### src/rtl/data_pack_pkg.sv
// Shared types and helpers for the narrow-to-wide data packer.
package data_pack_pkg;

  // Widest packed word the lane-placement helper can handle.
  localparam int unsigned MAX_PACK_W = 256;

  typedef logic [MAX_PACK_W-1:0] pack_word_t;

  typedef enum logic {
    LANE_MSB_FIRST = 1'b0,
    LANE_LSB_FIRST = 1'b1
  } lane_order_e;

  // Lane counter width: enough for 0..ratio-1, never narrower than one bit.
  function automatic int unsigned lane_width(input int unsigned ratio);
    return (ratio <= 32'd1) ? 32'd1 : 32'($clog2(ratio));
  endfunction

  // Valid-lane count width: enough for 0..ratio.
  function automatic int unsigned count_width(input int unsigned ratio);
    return 32'($clog2(ratio + 32'd1));
  endfunction

  // Map the integer MSB_FIRST parameter onto the lane order enum.
  function automatic lane_order_e order_from_param(input int unsigned msb_first);
    return (msb_first != 32'd0) ? LANE_MSB_FIRST : LANE_LSB_FIRST;
  endfunction

  // Write one beat into its lane slot of a word, leaving other lanes untouched.
  function automatic pack_word_t place_beat(input pack_word_t  word,
                                            input pack_word_t  beat,
                                            input int unsigned lane,
                                            input lane_order_e order,
                                            input int unsigned in_w,
                                            input int unsigned out_w);
    int unsigned pos;
    pack_word_t  mask;
    pos  = (order == LANE_MSB_FIRST) ? (out_w - (lane + 32'd1) * in_w) : (lane * in_w);
    mask = (pack_word_t'(1) << in_w) - pack_word_t'(1);
    return (word & ~(mask << pos)) | ((beat & mask) << pos);
  endfunction

endpackage

### src/rtl/data_pack_gen_pack_out_reg.sv
// Single-entry valid/ready output register for packed words.
module pack_out_reg
  import data_pack_pkg::*;
#(
  parameter int unsigned OUT_W = 8,
  parameter int unsigned CNT_W = 3
) (
  input  logic             clk,
  input  logic             rst,
  input  logic             load,
  input  logic [OUT_W-1:0] load_word,
  input  logic [CNT_W-1:0] load_cnt,
  output logic [OUT_W-1:0] dout,
  output logic [CNT_W-1:0] dout_cnt,
  output logic             dout_en,
  input  logic             dout_rdy,
  output logic             ready
);

  // Register can take a new word when empty or being drained this cycle.
  assign ready = !dout_en || dout_rdy;

  // Load a completed word, otherwise drop valid once the consumer takes it.
  always_ff @(posedge clk) begin
    if (rst) begin
      dout     <= '0;
      dout_cnt <= '0;
      dout_en  <= 1'b0;
    end else if (load) begin
      dout     <= load_word;
      dout_cnt <= load_cnt;
      dout_en  <= 1'b1;
    end else if (dout_en && dout_rdy) begin
      dout_en  <= 1'b0;
    end
  end

endmodule

### src/rtl/data_pack_gen.sv
// Narrow-to-wide packer: gathers RATIO beats of IN_W bits into one word,
// with lane order selection, partial flush on din_last and valid/ready on both sides.
module data_pack_gen
  import data_pack_pkg::*;
#(
  parameter int unsigned IN_W      = 2,
  parameter int unsigned RATIO     = 4,
  parameter int unsigned MSB_FIRST = 1
) (
  input  logic                                clk,
  input  logic                                rst,
  input  logic [IN_W-1:0]                     din,
  input  logic                                din_en,
  input  logic                                din_last,
  output logic                                din_rdy,
  output logic [IN_W*RATIO-1:0]               dout,
  output logic                                dout_en,
  output logic [count_width(RATIO)-1:0]       dout_cnt,
  input  logic                                dout_rdy
);

  localparam int unsigned OUT_W  = IN_W * RATIO;
  localparam int unsigned LANE_W = lane_width(RATIO);
  localparam int unsigned CNT_W  = count_width(RATIO);
  localparam lane_order_e ORDER  = order_from_param(MSB_FIRST);

  logic [LANE_W-1:0] lane;
  logic [OUT_W-1:0]  acc;
  logic [OUT_W-1:0]  word_next;
  logic [CNT_W-1:0]  word_cnt;
  logic              out_ready;
  logic              accept;
  logic              complete;

  // Input handshake; held open during reset so upstream never sees a stall there.
  assign din_rdy  = rst || out_ready;
  assign accept   = din_en && din_rdy;
  assign complete = accept && (din_last || (lane == LANE_W'(RATIO - 32'd1)));

  // Accumulator with the current beat merged into its lane slot.
  assign word_next = OUT_W'(place_beat(pack_word_t'(acc), pack_word_t'(din),
                                       32'(lane), ORDER, IN_W, OUT_W));
  assign word_cnt  = CNT_W'(lane) + CNT_W'(1);

  // Lane counter and partial-word accumulator; cleared on every completed word.
  always_ff @(posedge clk) begin
    if (rst) begin
      lane <= '0;
      acc  <= '0;
    end else if (complete) begin
      lane <= '0;
      acc  <= '0;
    end else if (accept) begin
      lane <= lane + LANE_W'(1);
      acc  <= word_next;
    end
  end

  pack_out_reg #(
    .OUT_W (OUT_W),
    .CNT_W (CNT_W)
  ) u_out_reg (
    .clk       (clk),
    .rst       (rst),
    .load      (complete),
    .load_word (word_next),
    .load_cnt  (word_cnt),
    .dout      (dout),
    .dout_cnt  (dout_cnt),
    .dout_en   (dout_en),
    .dout_rdy  (dout_rdy),
    .ready     (out_ready)
  );

endmodule

### config.mk
export PLATFORM = sky130hd
export DESIGN_NAME = data_pack_gen
export DESIGN_NICKNAME = d
export VERILOG_FILES = /design/src/rtl/data_pack_pkg.sv /design/src/rtl/data_pack_gen_pack_out_reg.sv /design/src/rtl/data_pack_gen.sv
export SDC_FILE = /design/constraint.sdc
export NUM_CORES = 1
export LEC_CHECK = 0
export ABC_AREA = 0
export BUFFER_PORTS_ARGS = -buffer_cell sky130_fd_sc_hd__buf_2
export CORE_ASPECT_RATIO = 1.4
export CORE_MARGIN = 5
export CORE_UTILIZATION = 48
export DETAILED_ROUTE_END_ITERATION = 10
export HOLD_SLACK_MARGIN = 0.15
export PLACE_DENSITY = 0.85
export SYNTH_ARGS = -nofsm -noshare
export SYNTH_HDL_FRONTEND = slang
export SYNTH_SLANG_ARGS = --single-unit
### constraint.sdc
create_clock -name clk -period 1.93 [get_ports clk]
set_input_delay 0.0965 -clock clk [delete_from_list [all_inputs] [get_ports clk]]
set_output_delay 0.0965 -clock clk [all_outputs]
set_load 0.05 [all_outputs]
==> summary.txt <==
Timing
  • Clock skew: 9.838 ps
  • Minimum clock period: 1843 ps
  • Final Slew Violations: 0
  • Final setup vio count: 0
  • Max-slew headroom: 0.6416
  • Setup TNS: 0 ps
  • Max Clk Rate: 542.7 MHz
  • Tcrit/Tclk final: 0.9547
  • RSZ-0062 raised after global routing: no
  • Final Hold Vio Count: 0
  • Slew @ Worst Pin: 535.8 ps

Logic synthesis
  • Predominant post-synthesis flop cell: dfxtp_1
  • Top-count cell post-synth: dfxtp_1
  • Synth top cells by count: dfxtp_1, a21oi_1, inv_1, nand2_1, o21ai_0
  • Synth cell types: 29
  • Synthesized cell area: 0.001045 mm^2
  • Synth top area share: 0.4216
  • Register area share after synthesis: 0.4216
  • Seq cells post-synth: 22
  • Ys Warns: 0
  • Avg Cell Area, Syn: 9.006 um^2
  • Area leader, netlist: dfxtp_1
  • Post-Syn Nets: 128
  • Ranking of synthesized cells by area: dfxtp_1, a21oi_1, ha_1, a22o_1, o21ai_0
  • Cells after synthesis: 116
  • Post-synth EDFFs: 0
  • Ys async rst share: 0

Drt
  • Total number of vias: 1013
  • Total wire length: 2.605 mm
  • Antenna-violating nets left: 0
  • # DRC: 0
  • Pre-Repair DR Iteration Count: 4
  • Avg Vias per Cell: 6.215
  • Routed wire per std cell: 15.98 um
  • Initial DRC Count: 31

Hold path
  • Hold wc startpoint: din[1]
  • Hold Path Depth: 4
  • Worst hold endpoint: acc[7]
  • HP Class: input port to flip-flop

Clock network
  • Clock sinks: 22
  • CTS buffer count: 3
  • Root Buffer: clkbuf_4
  • H-tree lvl count: 1
  • Reg clk slew, reported paths: 120 ps
  • CTS max path bufs: 2
  • CTS tree: yes
  • Clk Latency, worst-skew pair: 320 ps

Placed design
  • GP Congestion: 0.8740
  • Cells after DPL: 155
  • Placed cell area: 0.001170 mm^2
  • HPWL after detailed placement: 1.928 mm
  • Input/output buffers: 19

Worst setup path
  • Crit path launch type: flip-flop
  • Peak fanout along the critical path: 10
  • Worst reg-to-reg setup slack: 90 ps
  • Worst EP required: 2160 ps
  • R2r worst-path depth: 4
  • Reg-to-reg startpoint: lane[0]
  • Critical Path AT: 2080 ps
  • CP Class: flip-flop to flip-flop
  • Crit end category: flip-flop
  • R2R Path End: acc[1]

Final layout
  • Post-Layout Inst Area: 0.001262 mm^2
  • Area grow syn2layout: 20.84%
  • Area occupied by multi-input gates: 544.3 um^2
  • Fill count: 184
  • Final nets: 154
  • Final cell count without fillers: 163
  • Register area: 440.4 um^2
  • # diodes: 0
  • Share of layout cells above drive strength 1: 0.2411

Global routing
  • Gr ovfl total: 0
  • Initial antenna violation count: 0
  • Number of global-route vias before repair: 1001
  • Global-route wire length before repair: 4.229 mm
  • Largest net degree at the start of global routing: 17
  • GR Util All Layers: 0.1666

Floorplanning
  • Die Width: 49.43 um
  • Initial core utilization: 0.4912
  • Die Y: 65.20 um
  • Row count: 20
  • Die area: 0.003223 mm^2
  • # IOs: 20
  • Core area: 0.002127 mm^2

Power
  • Maximum VDD drop: 0.0004405 V
  • PwrDens: 794.3 mW/mm^2
  • Leak: 0.5259 nW
  • Overall Power: 1.003 mW

Run
  • Max-Cap Viols: 0

Run status
  • Status: finished clean
## logic make-up (layout without fill, tap and decap cells)
group | count (synthesis) | after routing | share of synthesized area
AND/OR/NAND/NOR | 28 | 28 | 0.1557
XOR/XNOR | 2 | 2 | 0.01677
buffers and inverters | 16 | 41 | 0.06225
flip-flops | 22 | 22 | 0.4216
adder cells (fa/ha/maj) | 5 | 5 | 0.05988
AO/OA/AOI/OAI | 43 | 43 | 0.2838
## state kept, by name, summed over array words and instances, names as in the netlist
register and flops:
acc 8, lane 2, u_out_reg.dout 8, u_out_reg.dout_cnt 3, u_out_reg.dout_en 1
## final cells by class
type	count	share of cell area
Inverter	10	0.02973
Multi-Input combinational cell	78	0.4311
Timing Repair Buffer	27	0.1269
Tap cell	22	0.02180
Clock inverter	1	0.02379
Sequential cell	22	0.3489
Clock buffer	3	0.01784
## worst max path at each step
| stage | start | end | slack, ps | cells after the start |
|---|---|---|---|---|
| final | lane[0] | acc[1] | 90 | 4 |
| after global routing | lane[0] | acc[1] | 40 | 4 |
| after CTS | rst | u_out_reg.dout_cnt[2] | 20 | 7 |
| after detailed placement | lane[0] | acc[1] | 190 | 4 |
| after global placement | lane[0] | acc[0] | 310 | 4 |
| after floorplan | lane[0] | acc[0] | 120 | 6 |
## critical path, cell delays in order, from the launching register on
cell and delay (ps):
dfxtp_1 480, inv_1 100, ha_1 450, o32a_1 420, a311oi_1 300
## placed cells by master, fill, tap and decap left out, types with 4 or more instances in the layout
cell       instances
a21oi_1           13
a22o_1             6
buf_2             19
buf_4              6
dfxtp_1           22
ha_1               5
inv_1              9
nand2_1            9
nand4_1            6
o21ai_0            9
o2bb2ai_1          4
o32ai_1            4
## stage by stage
step	utilization	worst slack (ps)	hold WS, ps
floorplan	-	116.3	165.6
global placement	0.5500	308.0	346.7
detailed placement	0.5500	186.7	356.9
CTS	0.5841	23.17	207.8
global route	0.5935	38.47	223.7
finish	0.5935	87.41	228.9
## what timing repair did
item                                   in CTS  in global routing
setup buffers                               0                  2
endpoints found under the hold margin       1                  0
hold buffers                                2                  0
setup endpoints to repair                   0                  7
gates resized for setup                     0                  1
## layer usage
| metal | up-vias | share of wire | track usage | routed length [um] |
|---|---|---|---|---|
| met1 | 471 | 0.38 | 0.1575 | 992 |
| met5 | - | 0 | 0 | 0 |
| met2 | 49 | 0.49 | 0.3097 | 1288 |
| li1 | 477 | - | - | - |
| met4 | 0 | 0.059 | 0.1279 | 153 |
| met3 | 16 | 0.065 | 0.02721 | 169 |
## report_power, final
| group | leakage (nW) | switching [mW] | internal (mW) |
|---|---|---|---|
| registers | 0.179 | 0.0116 | 0.472 |
| logic | 0.319 | 0.109 | 0.0561 |
| clock network | 0.0279 | 0.144 | 0.210 |
| total | 0.526 | 0.264 | 0.738 |
Note: power is estimated with default switching activity, not from simulation.
